`config.mk`:
```
export PLATFORM = sky130hd
export DESIGN_NAME = uart_rx
export DESIGN_NICKNAME = d
export VERILOG_FILES = /design/src/rtl/uart_rx.sv
export SDC_FILE = /design/constraint.sdc
export NUM_CORES = 1
export LEC_CHECK = 0
export ABC_CLOCK_PERIOD_IN_PS = 5200
export CAP_MARGIN = 10
export CORE_AREA = 5 5 57 110
export DETAILED_ROUTE_END_ITERATION = 7
export DIE_AREA = 0 0 62 115
export GPL_TIMING_DRIVEN = 1
export SYNTH_ARGS = -nofsm -noshare
export SYNTH_HDL_FRONTEND = slang
export SYNTH_SLANG_ARGS = --single-unit
export TNS_END_PERCENT = 100
```
`constraint.sdc`:
```
create_clock -name clock -period 5.2 [get_ports clock]
set_clock_uncertainty 0.1 [all_clocks]
set_input_delay 1.04 -clock clock [delete_from_list [all_inputs] [get_ports clock]]
set_output_delay 1.04 -clock clock [all_outputs]
set_load 0.005 [all_outputs]
```
`src/rtl/uart_rx.sv`:
```
// uart_rx: 9-data-bit, no-parity UART receiver with a one-word holding register and framing/overrun flags.
// Define UART_RX_MAJORITY_EN to resolve every bit by a 2-of-3 vote over the samples around mid-bit.
module uart_rx #(
    parameter int CLK_HZ      = 25000000,
    parameter int BAUD_RATE   = 9600,
    parameter int SAMPLE_RATE = 16
) (
    input  logic       clock,
    input  logic       reset_n,
    input  logic       rx,
    input  logic       data_ack,
    output logic [8:0] data,
    output logic       data_valid,
    output logic       framing_error,
    output logic       overrun,
    output logic       busy
);
    localparam int DIV = (CLK_HZ + BAUD_RATE * SAMPLE_RATE / 2) / (BAUD_RATE * SAMPLE_RATE);
    localparam int DW  = $clog2(DIV + 1);
    localparam int SW  = $clog2(SAMPLE_RATE);
    localparam int MID = SAMPLE_RATE / 2 - 1;

    typedef enum logic [1:0] {IDLE, START, DATA, STOP} state_t;

    state_t        state_q;
    logic          rx_meta_q, rx_sync_q, seen_high_q;
    logic [DW-1:0] div_cnt_q, div_cnt_d;
    logic [SW-1:0] sample_cnt_q;
    logic [3:0]    bit_cnt_q;
    logic [8:0]    shift_q, data_q;
    logic          data_valid_q, framing_error_q, overrun_q, busy_q;
    logic          tick, start_det, eval, bit_val;

    assign tick      = div_cnt_q == DW'(DIV - 1);
    assign start_det = state_q == IDLE && seen_high_q && !rx_sync_q;

`ifdef UART_RX_MAJORITY_EN
    logic s_early_q, s_mid_q;

    assign eval    = tick && sample_cnt_q == SW'(MID + 1);
    assign bit_val = (s_early_q & s_mid_q) | (s_early_q & rx_sync_q) | (s_mid_q & rx_sync_q);

    // Hold the two samples that precede the voting tick
    always_ff @(posedge clock or negedge reset_n) begin
        if (!reset_n) begin
            s_early_q <= 1'b1;
            s_mid_q   <= 1'b1;
        end else if (tick) begin
            if (sample_cnt_q == SW'(MID - 1)) s_early_q <= rx_sync_q;
            if (sample_cnt_q == SW'(MID)) s_mid_q <= rx_sync_q;
        end
    end
`else
    assign eval    = tick && sample_cnt_q == SW'(MID);
    assign bit_val = rx_sync_q;
`endif

    assign data          = data_q;
    assign data_valid    = data_valid_q;
    assign framing_error = framing_error_q;
    assign overrun       = overrun_q;
    assign busy          = busy_q;

    // Divider wraps every DIV clocks and realigns to the frame on start detection
    always_comb begin
        div_cnt_d = (start_det || tick) ? '0 : div_cnt_q + DW'(1);
    end

    // Two-flop synchronizer for the asynchronous serial line
    always_ff @(posedge clock or negedge reset_n) begin
        if (!reset_n) begin
            rx_meta_q <= 1'b1;
            rx_sync_q <= 1'b1;
        end else begin
            rx_meta_q <= rx;
            rx_sync_q <= rx_meta_q;
        end
    end

    // Sample-tick divider
    always_ff @(posedge clock or negedge reset_n) begin
        if (!reset_n) div_cnt_q <= '0;
        else div_cnt_q <= div_cnt_d;
    end

    // Receive FSM with holding register, acknowledge handling and error flags
    always_ff @(posedge clock or negedge reset_n) begin
        if (!reset_n) begin
            state_q         <= IDLE;
            seen_high_q     <= 1'b0;
            sample_cnt_q    <= '0;
            bit_cnt_q       <= '0;
            shift_q         <= '0;
            data_q          <= '0;
            data_valid_q    <= 1'b0;
            framing_error_q <= 1'b0;
            overrun_q       <= 1'b0;
            busy_q          <= 1'b0;
        end else begin
            framing_error_q <= 1'b0;
            if (data_ack && data_valid_q) begin
                data_valid_q <= 1'b0;
                overrun_q    <= 1'b0;
            end
            if (state_q != IDLE && tick)
                sample_cnt_q <= sample_cnt_q == SW'(SAMPLE_RATE - 1) ? '0 : sample_cnt_q + SW'(1);
            case (state_q)
                IDLE: begin
                    if (rx_sync_q) seen_high_q <= 1'b1;
                    if (start_det) begin
                        state_q      <= START;
                        busy_q       <= 1'b1;
                        sample_cnt_q <= '0;
                    end
                end
                START: if (eval) begin
                    if (bit_val) begin
                        state_q     <= IDLE;
                        busy_q      <= 1'b0;
                        seen_high_q <= 1'b0;
                    end else begin
                        state_q   <= DATA;
                        bit_cnt_q <= '0;
                    end
                end
                DATA: if (eval) begin
                    shift_q   <= {bit_val, shift_q[8:1]};
                    bit_cnt_q <= bit_cnt_q + 4'd1;
                    if (bit_cnt_q == 4'd8) state_q <= STOP;
                end
                STOP: if (eval) begin
                    state_q     <= IDLE;
                    busy_q      <= 1'b0;
                    seen_high_q <= 1'b0;
                    if (bit_val) begin
                        data_q       <= shift_q;
                        data_valid_q <= 1'b1;
                        overrun_q    <= data_valid_q && !data_ack;
                    end else begin
                        framing_error_q <= 1'b1;
                    end
                end
            endcase
        end
    end
endmodule

```
==> results of run 1 <==
[power groups by stage]
stage          sequential [mW]  clock [mW]  combinational [mW]
2_1_floorplan            0.396           0              0.0726
3_3_place_gp             0.404           0              0.0948
3_5_place_dp             0.405           0              0.0964
4_1_cts                  0.399       0.237              0.0965
5_1_grt                  0.404       0.251               0.109
6_report                 0.398       0.227              0.0942
[path summary, 6_finish.rpt]
kind / slack, ns / startpoint / to / cells past startpoint
setup / recovery: 2.63 / div_cnt_q[0] / shift_q[4] / 5
hold / removal: 0.26 / rx_meta_q / bit_val / 0
setup reg to reg: 2.63 / div_cnt_q[0] / shift_q[4] / 5
hold reg to reg: 0.26 / rx_meta_q / bit_val / 0
max in group asynchronous: 3.64 / reset_n / div_cnt_q[7] / 1
min in group asynchronous: 0.79 / reset_n / sample_cnt_q[1] / 1
[worst max-delay path, cell delays in order (launching register included)]
cell and delay (ns):
dfrtp_1 0.42, inv_1 0.07, ha_1 0.15, nand4b_1 0.27
nor4_2 1.03, mux2_2 0.43
[logic make-up (layout without fill, tap and decap cells)]
group                      after synthesis  count (layout)  synth area share [%]
xor gates and xnor gates                 7               7                  3.21
adders and majority gates                5               5                  3.28
and+or+nand+nor                         48              48                  14.7
AOI/OAI and AO/OA                       25              25                  8.46
buffers and inverters                   10              31                  2.16
DFF                                     43              43                  56.5
muxes                                   20              20                  11.7
[per-stage QoR]
step | area (sq um) | setup slack [ns] | total power, mW | cells | util (%)
after CTS | 2230 | 2.58 | 0.732 | 239 | 41.9
final | 2230 | 2.63 | 0.719 | 239 | 41.9
after floorplan | 1910 | 3.15 | 0.468 | 158 | -
after global placement | 2130 | 2.64 | 0.499 | 231 | 40.0
after detailed placement | 2130 | 2.61 | 0.501 | 231 | 40.0
after global routing | 2230 | 2.47 | 0.763 | 239 | 41.9
[per-layer routing]
| layer | up-vias | share of wire (%) |
|---|---|---|
| met5 | - | 0 |
| met4 | 0 | 1.1 |
| met3 | 5 | 3.6 |
| met2 | 22 | 49 |
| met1 | 585 | 46 |
| li1 | 609 | - |
[cells in the mapped netlist, types with 3 or more instances]
library cell  count
a21oi_1           9
and3_1            4
dfrtp_1          41
ha_1              5
inv_1             7
mux2_2           18
nand2_1           5
nand3_1           4
nand4_1           3
nor2_1           15
nor3_1            3
o21ai_0           3
xnor2_1           3
xor2_1            4
[final cells by class]
class | instances | area (sq um)
Clock buffer | 8 | 100
Fill cell | 506 | 3100
Inverter | 7 | 26.3
Multi-Input combinational cell | 105 | 795
Sequential cell | 43 | 1080
Tap cell | 60 | 75.1
Timing Repair Buffer | 16 | 155
[flip-flops by register name, summed over array words and instances (netlist names), named ones only]
register and flops:
data_valid 1, state_q 1, overrun 1, data 9, bit_cnt_q 4, shift_q 9
seen_high_q 1, sample_cnt_q 4, rx_meta_q 1, framing_error 1, bit_val 1, div_cnt_q 8
busy 1
[cells in the final DEF, fill, tap and decap left out, types with 2 or more instances in the layout]
cell	Yosys	final
mux2i_1	2	2
xor2_1	4	4
nor2_1	15	15
nand2b_1	2	2
clkbuf_8	0	7
clkdlybuf4s50_1	0	15
o21ai_0	3	3
nor3_1	3	3
xnor2_1	3	3
nand4_1	3	3
dfrtp_1	41	41
nand4b_1	2	2
mux2_2	18	18
nand2_1	5	5
o22ai_1	2	2
nor4_2	1	2
dfstp_2	2	2
nand3_1	4	4
a21oi_1	9	9
inv_1	7	7
and3_1	4	4
ha_1	5	5
a211oi_1	2	2
==> impl_metrics.tcl, run 1 <==
set metrics [dict create \
    status "finished clean" \
    p_leak_nw 0.991 \
    grt_overflow_total 0 \
    grt_max_degree 44 \
    pwr-share-comb_pct 13.1 \
    area_growth_pct 16.9 \
    ios 17 \
    remaining_drc_errors 0 \
    cts_made_buffers 5 \
    dieArea_sq_um 7130 \
    path_max_fanout 12 \
    finalCritPeriodShare_pct 49.4 \
    synth.distinct_cells 41 \
    fin_tns_setup_ns 0 \
    die_height_microns 115 \
    wl_mm 3.31 \
    insertedDiodeCount 0 \
    wire_per_inst_microns 13.8 \
    grt_pass1_vias 1238 \
    cts.path.max_buffers 2 \
    synthCells 158 \
    clkTransAtPathRegs_ns 0.08 \
    max_freq_mhz 389 \
    cts-hold-fix-buffers 0 \
    ys_ff_latch 43 \
    dp_hpwl_mm 2.36 \
    synth_ff_type "dfrtp_1" \
    h-tree-depth 2 \
    rows 38 \
    ir_worst_vdd_v 0.000189 \
    met2_usage_pct 16.3 \
    maxSlewViolCount 0 \
    drtIter0Drc 37 \
    crit_path_end_kind "flop" \
    p_int_mw 0.531 \
    cap_violations 0 \
    cts_tree "yes" \
    place_congestion 0.701 \
    start_kind "flop" \
    worstPathArrival_ns 2.64 \
    synth_edf_count 0 \
    clock_sinks 43 \
    initial_utilization_pct 35.8 \
    core_area_sq_um 5330 \
    ys_seq_area_share_pct 56.5 \
    post-synth-top-area-cell "dfrtp_1" \
    grt.total_usage_pct 10.7 \
    cts-root-buf "clkbuf_8" \
    yosys_warnings 0 \
    cts_setup_buffers 0 \
    power_density_nw_per_um2 323 \
    critPathRequiredTime_ns 5.28 \
    timing_worst_setup_path_type "flop to flop" \
    dr.pass1.iters 4 \
    synth_area_sq_um 1910 \
    vias 1221 \
    synth_nets 167 \
    port_buffers 16 \
    setup_viol 0 \
    fin_crit_ns 2.57 \
    die_w_microns 62 \
    slew_headroom_pct 26.5 \
    syn_avg_cell_area_sq_um 12.1 \
    final_nets 187 \
    worstMarginPinSlew_ns 1.09 \
    cts_resized 0 \
    power_switching_mw 0.188 \
    yosysTopAreaCellShare_pct 53.8 \
    switching_share_pct 26.2 \
    grt_pass1_wl_mm 5.84 \
    hp-class "flop to flop" \
    busiest_layer "met2" \
    grt_antenna_before_repair 0 \
    hold_violations 0 \
    netlist_top_cells_area "dfrtp_1 54%, mux2_2 11%, ha_1 3.3%" \
    sequentialPowerShare_pct 55.3 \
    synthArstFlopShare_pct 100 \
    rsz0062_at_grt "false" \
    use_met3_pct 2.92 \
    hold_ws_ns 0.257 \
    via_per_inst 5.11 \
    clock_latency_ns 0.29 \
    ant_nets 0 \
    layout-drive-gt1-share_pct 17.9 \
    clkPwrFrac_pct 31.6 \
    use_met1_pct 14.1 \
]
Note: power is estimated with default switching activity, not from simulation.
==> run 2: changes to the inputs <==
ABC_CLOCK_PERIOD_IN_PS = 2100   (was 5200)
clock period = 2.1 ns   (was 5.2 ns; I/O delays follow)
==> run 2 against run 1 <==
Effect of this change:
- global-route usage is 1.0 points higher
- count of clock-buffer cells in the layout down 3
- cell area is 4.2% higher
- routed wire length rose by 7.4%
- critical path depth increased by 2
- combinational power rose to 3.0 times the previous value
- maximum frequency rose by 32%
- clock power rose by 120%
==> impl_metrics.tcl, run 2 (same netlist as run 1, synthesis figures left out) <==
set metrics [dict create \
    clkTransAtPathRegs_ns 0.07 \
    ant_nets 0 \
    start_kind "flop" \
    final_common_cell "dfrtp_1" \
    max_freq_mhz 514 \
    cts_made_buffers 5 \
    rows 38 \
    worstPathArrival_ns 2.02 \
    fin_util_pct 43.6 \
    slew_headroom_pct 67.0 \
    timing.rr.start "div_cnt_q[0]" \
    clkPwrFrac_pct 28.6 \
    p_int_mw 1.27 \
    cts-root-buf "clkbuf_8" \
    finalCritPeriodShare_pct 92.6 \
    worstMarginPinSlew_ns 0.491 \
    h-tree-depth 2 \
    clock_latency_ns 0.30 \
    grt_overflow_total 0 \
    cap_violations 0 \
    ir_worst_vdd_v 0.000513 \
    cts_tree "yes" \
    port_buffers 16 \
    p_leak_nw 1.05 \
    die_w_microns 62 \
    via_per_inst 5.19 \
    dr.pass1.iters 4 \
    crit_path_end_kind "flop" \
    die_height_microns 115 \
    multi_input_area_sq_um 795 \
    dp_hpwl_mm 2.57 \
    reg2reg_to "shift_q[3]" \
    switching_share_pct 27.9 \
    final_cell_mix "41 x dfrtp_1, 18 x mux2_2, 15 x nor2_1, 15 x clkdlybuf4s50_1, 9 x a21oi_1" \
    wl_mm 3.55 \
    cts.path.max_buffers 2 \
    power_density_nw_per_um2 761 \
    grt_max_degree 24 \
    place_congestion 0.769 \
    total_power_mw 1.77 \
    grt.total_usage_pct 11.7 \
    vias 1297 \
    pwr-share-comb_pct 16.1 \
    fin_tns_setup_ns 0 \
    drtIter0Drc 57 \
    sequentialPowerShare_pct 55.2 \
    hold_violations 0 \
    fin_crit_ns 1.94 \
    setup_viol 0 \
    rsz0062_at_grt "false" \
    regToRegSetupSlack_ns 0.16 \
    final_nets 198 \
    fillers 506 \
    ios 17 \
    critPathRequiredTime_ns 2.18 \
    final_cell_area_sq_um 2320 \
    maxSlewViolCount 0 \
    min_to "bit_val" \
    clock_sinks 43 \
    worstHoldPathCells 0 \
    seq_area_sq_um 1080 \
    grt_antenna_before_repair 0 \
    insertedDiodeCount 0 \
    grt_pass1_wl_mm 6.37 \
    wire_per_inst_microns 14.2 \
    path_max_fanout 12 \
    area_growth_pct 21.8 \
    timing_worst_setup_path_type "flop to flop" \
    initial_utilization_pct 35.8 \
    power_switching_mw 0.493 \
    remaining_drc_errors 0 \
    ff2ff_path_depth 7 \
    layout-drive-gt1-share_pct 22.6 \
    placed_area_sq_um 2220 \
    core_area_sq_um 5330 \
    dieArea_sq_um 7130 \
    hp-class "flop to flop" \
    grt_pass1_vias 1362 \
    status "finished clean" \
    min-delay-start "rx_meta_q" \
]
-- run 2: changes by cell type in the layout (fill, tap and decap cells not counted), sizes merged --
cell	before	now
buf	1	11
clkbuf	8	5
clkinv	0	3
dlygate4sd3	0	1
-- run 2: per-layer routing --
| layer | vias up | global-route usage [%] | share of wire (%) |
|---|---|---|---|
| li1 | 630 | - | - |
| met3 | 4 | 4.16 | 4.0 |
| met1 | 640 | 15.6 | 46 |
| met5 | - | 0 | 0 |
| met2 | 23 | 17.5 | 49 |
| met4 | 0 | 3.54 | 1.1 |
-- run 2: metrics by stage --
stage	hold WS, ns	setup WS, ns	cells
CTS	0.259	0.0689	249
global placement	0.247	0.145	240
finish	0.257	0.156	250
detailed placement	0.247	0.0971	240
floorplan	0.0244	0.0521	158
global route	0.268	0.0576	250
-- run 2: area by class of cell --
class / count / share of cell area, %
multi-input combinational: 105 / 34.2
clock buffer: 5 / 2.96
clock inverter: 3 / 0.646
inverter: 7 / 1.13
sequential: 43 / 46.4
tap: 60 / 3.23
timing repair buffer: 27 / 11.4
-- run 2: how the worst max path moves through the flow --
stage | start | end | slack [ns] | depth (start not counted)
after CTS | div_cnt_q[0] | shift_q[6] | 0.07 | 6
after global placement | div_cnt_q[0] | shift_q[0] | 0.14 | 6
final | div_cnt_q[0] | shift_q[3] | 0.16 | 7
after global routing | div_cnt_q[0] | shift_q[6] | 0.06 | 7
after detailed placement | div_cnt_q[0] | shift_q[5] | 0.1 | 6
after floorplan | div_cnt_q[0] | shift_q[0] | 0.05 | 6
-- run 2: worst max-delay path: stages, from the launching register on --
cell and delay (ns):
dfrtp_1 0.39, inv_1 0.06, ha_1 0.15, nand4b_1 0.10, buf_4 0.17, nor4_2 0.27, buf_4 0.24, mux2_2 0.35
-- run 2: power by group through the flow --
stage	Combinational (mW)	Clock [mW]	Sequential, mW
detailed placement	0.288	0	0.991
finish	0.285	0.506	0.976
CTS	0.289	0.529	0.976
global placement	0.281	0	0.991
floorplan	0.180	0	0.980
global route	0.323	0.571	0.989
-- run 2: repair_timing --
item | 4_1_cts | 5_1_grt
hold endpoints to repair | 16 | 0
hold buffers | 1 | 0
resized for setup | 0 | 1
setup buffers | 0 | 1
endpoints found under the setup margin | 0 | 12
==> run 3: changes to the inputs <==
MAX_ROUTING_LAYER = met4   (was default)
SETUP_SLACK_MARGIN = 0.2   (was default)
==> run 3 against run 2 <==
Effect of this change:
- core utilization rose by 2.8 points
- cell area grew 6.5%
- clock power up 2%
- die area unchanged
- register-to-register slack about the same
- critical path depth fell by 3
- first-iteration DRC count is 12% lower
- largest cell class unchanged
- highest routed layer unchanged
==> impl_metrics.tcl, run 3 (same netlist as run 1, synthesis figures left out) <==
set metrics [dict create \
    status "finished clean" \
    cp_slowest_cell "or3_4" \
    core_area_sq_um 5330 \
    cap_violations 0 \
    ir_worst_vdd_v 0.000604 \
    dr.pass1.iters 4 \
    via_per_inst 5.08 \
    timing_worst_setup_path_type "flop to flop" \
    critPathMaxStageDelay_ns 0.45 \
    clock_latency_ns 0.29 \
    ant_nets 0 \
    critPathRequiredTime_ns 2.19 \
    insertedDiodeCount 0 \
    vias 1336 \
    final_cells 263 \
    cts.path.max_buffers 2 \
    hold_ws_ns 0.258 \
    rsz0062_at_grt "true" \
    wl_mm 3.78 \
    seq_area_sq_um 1080 \
    final_cell_mix "40 x dfrtp_1, 20 x buf_4, 15 x nor2_1, 15 x clkdlybuf4s50_1, 10 x mux2_2" \
    grt_pass1_wl_mm 6.18 \
    fin_ws_ns 0.170 \
    max_freq_mhz 518 \
    fillers 506 \
    fin_crit_ns 1.93 \
    path_max_fanout 6 \
    clkTransAtPathRegs_ns 0.08 \
    rows 38 \
    p_leak_nw 1.13 \
    finalCritPeriodShare_pct 91.9 \
    hp-class "flop to flop" \
    layout-drive-gt1-share_pct 29.6 \
    crit_path_end_kind "flop" \
    drtIter0Drc 50 \
    cts_made_buffers 5 \
    regToRegSetupSlack_ns 0.17 \
    final_common_cell "dfrtp_1" \
    grt_antenna_before_repair 0 \
    worstPathArrival_ns 2.02 \
    place_congestion 0.778 \
    crit_path_cell_trace "or3_4 -> nor4_4 -> buf_6 -> mux2_2" \
    die_w_microns 62 \
    worstMarginPinSlew_ns 0.488 \
    h-tree-depth 2 \
    grt_overflow_total 0 \
    cts_tree "yes" \
    start_kind "flop" \
    dp.cells 239 \
    dieArea_sq_um 7130 \
    hold_violations 0 \
    die_height_microns 115 \
    initial_utilization_pct 35.8 \
    power_density_nw_per_um2 742 \
    maxSlewViolCount 0 \
    clock_sinks 43 \
    slew_headroom_pct 67.4 \
    wire_per_inst_microns 14.4 \
    grt.total_usage_pct 11.6 \
    area_growth_pct 29.6 \
    fin_tns_setup_ns 0 \
    port_buffers 16 \
    setup_viol 0 \
    pre_cts_slack_ns 0.0798 \
    grt_pass1_vias 1338 \
    cts-root-buf "clkbuf_8" \
    ios 17 \
    multi_input_area_sq_um 858 \
    dp_hpwl_mm 2.50 \
    grt_max_degree 22 \
    remaining_drc_errors 0 \
    final_nets 211 \
]
==> run 3: area by class of cell <==
class / instances / share of cell area (%)
repair buffers: 40 / 14.1
multi-input cells: 105 / 34.7
flip-flops and latches: 43 / 43.7
well taps: 60 / 3.03
clock buffers: 6 / 2.93
clock inverters: 2 / 0.506
inverters: 7 / 1.06
==> run 3: final timing paths <==
kind,end,depth (start not counted),start
worst min-delay path,bit_val,0,rx_meta_q
worst max-delay path,shift_q[0],4,div_cnt_q[6]
worst min register to register,bit_val,0,rx_meta_q
worst max register to register,shift_q[0],4,div_cnt_q[6]
min in group asynchronous,sample_cnt_q[1],2,reset_n
max in group asynchronous,shift_q[3],3,reset_n
==> run 3: routing by layer <==
layer	GRT usage [%]	vias to the layer above	routed length (microns)
met5	-	-	0
met4	3.82	0	44
met3	2.92	5	101
met2	16.5	20	1850
met1	15.9	658	1780
li1	-	653	-
==> run 3: stage by stage <==
| stage | instance area, sq um | utilization, % | total power [mW] |
|---|---|---|---|
| global route | 2470 | 46.5 | 1.94 |
| CTS | 2300 | 43.3 | 1.79 |
| finish | 2470 | 46.5 | 1.83 |
| detailed placement | 2190 | 41.1 | 1.26 |
| global placement | 2190 | 41.1 | 1.25 |
| floorplan | 1910 | - | 1.16 |
==> run 3: worst max-delay path: cells and delay by family (launching register included) <==
family,cells,cell delay (ns)
and+or+nand+nor,2,0.78
DFF,1,0.42
muxes,1,0.33
buffers and inverters,1,0.19
==> run 3: what timing repair did <==
| action | CTS | global route |
|---|---|---|
| setup endpoints to repair | 24 | 25 |
| hold buffers | 1 | 0 |
| gates cloned | 0 | 1 |
| pin swaps | 0 | 7 |
| resized for setup | 3 | 18 |
| setup buffers | 2 | 12 |
| endpoints found under the hold margin | 17 | 0 |
==> run 3: power breakdown <==
group,switching (mW),internal (mW),leakage [nW]
Clock,0.285,0.233,0.0412
Combinational,0.151,0.182,0.527
Sequential,0.0819,0.902,0.563
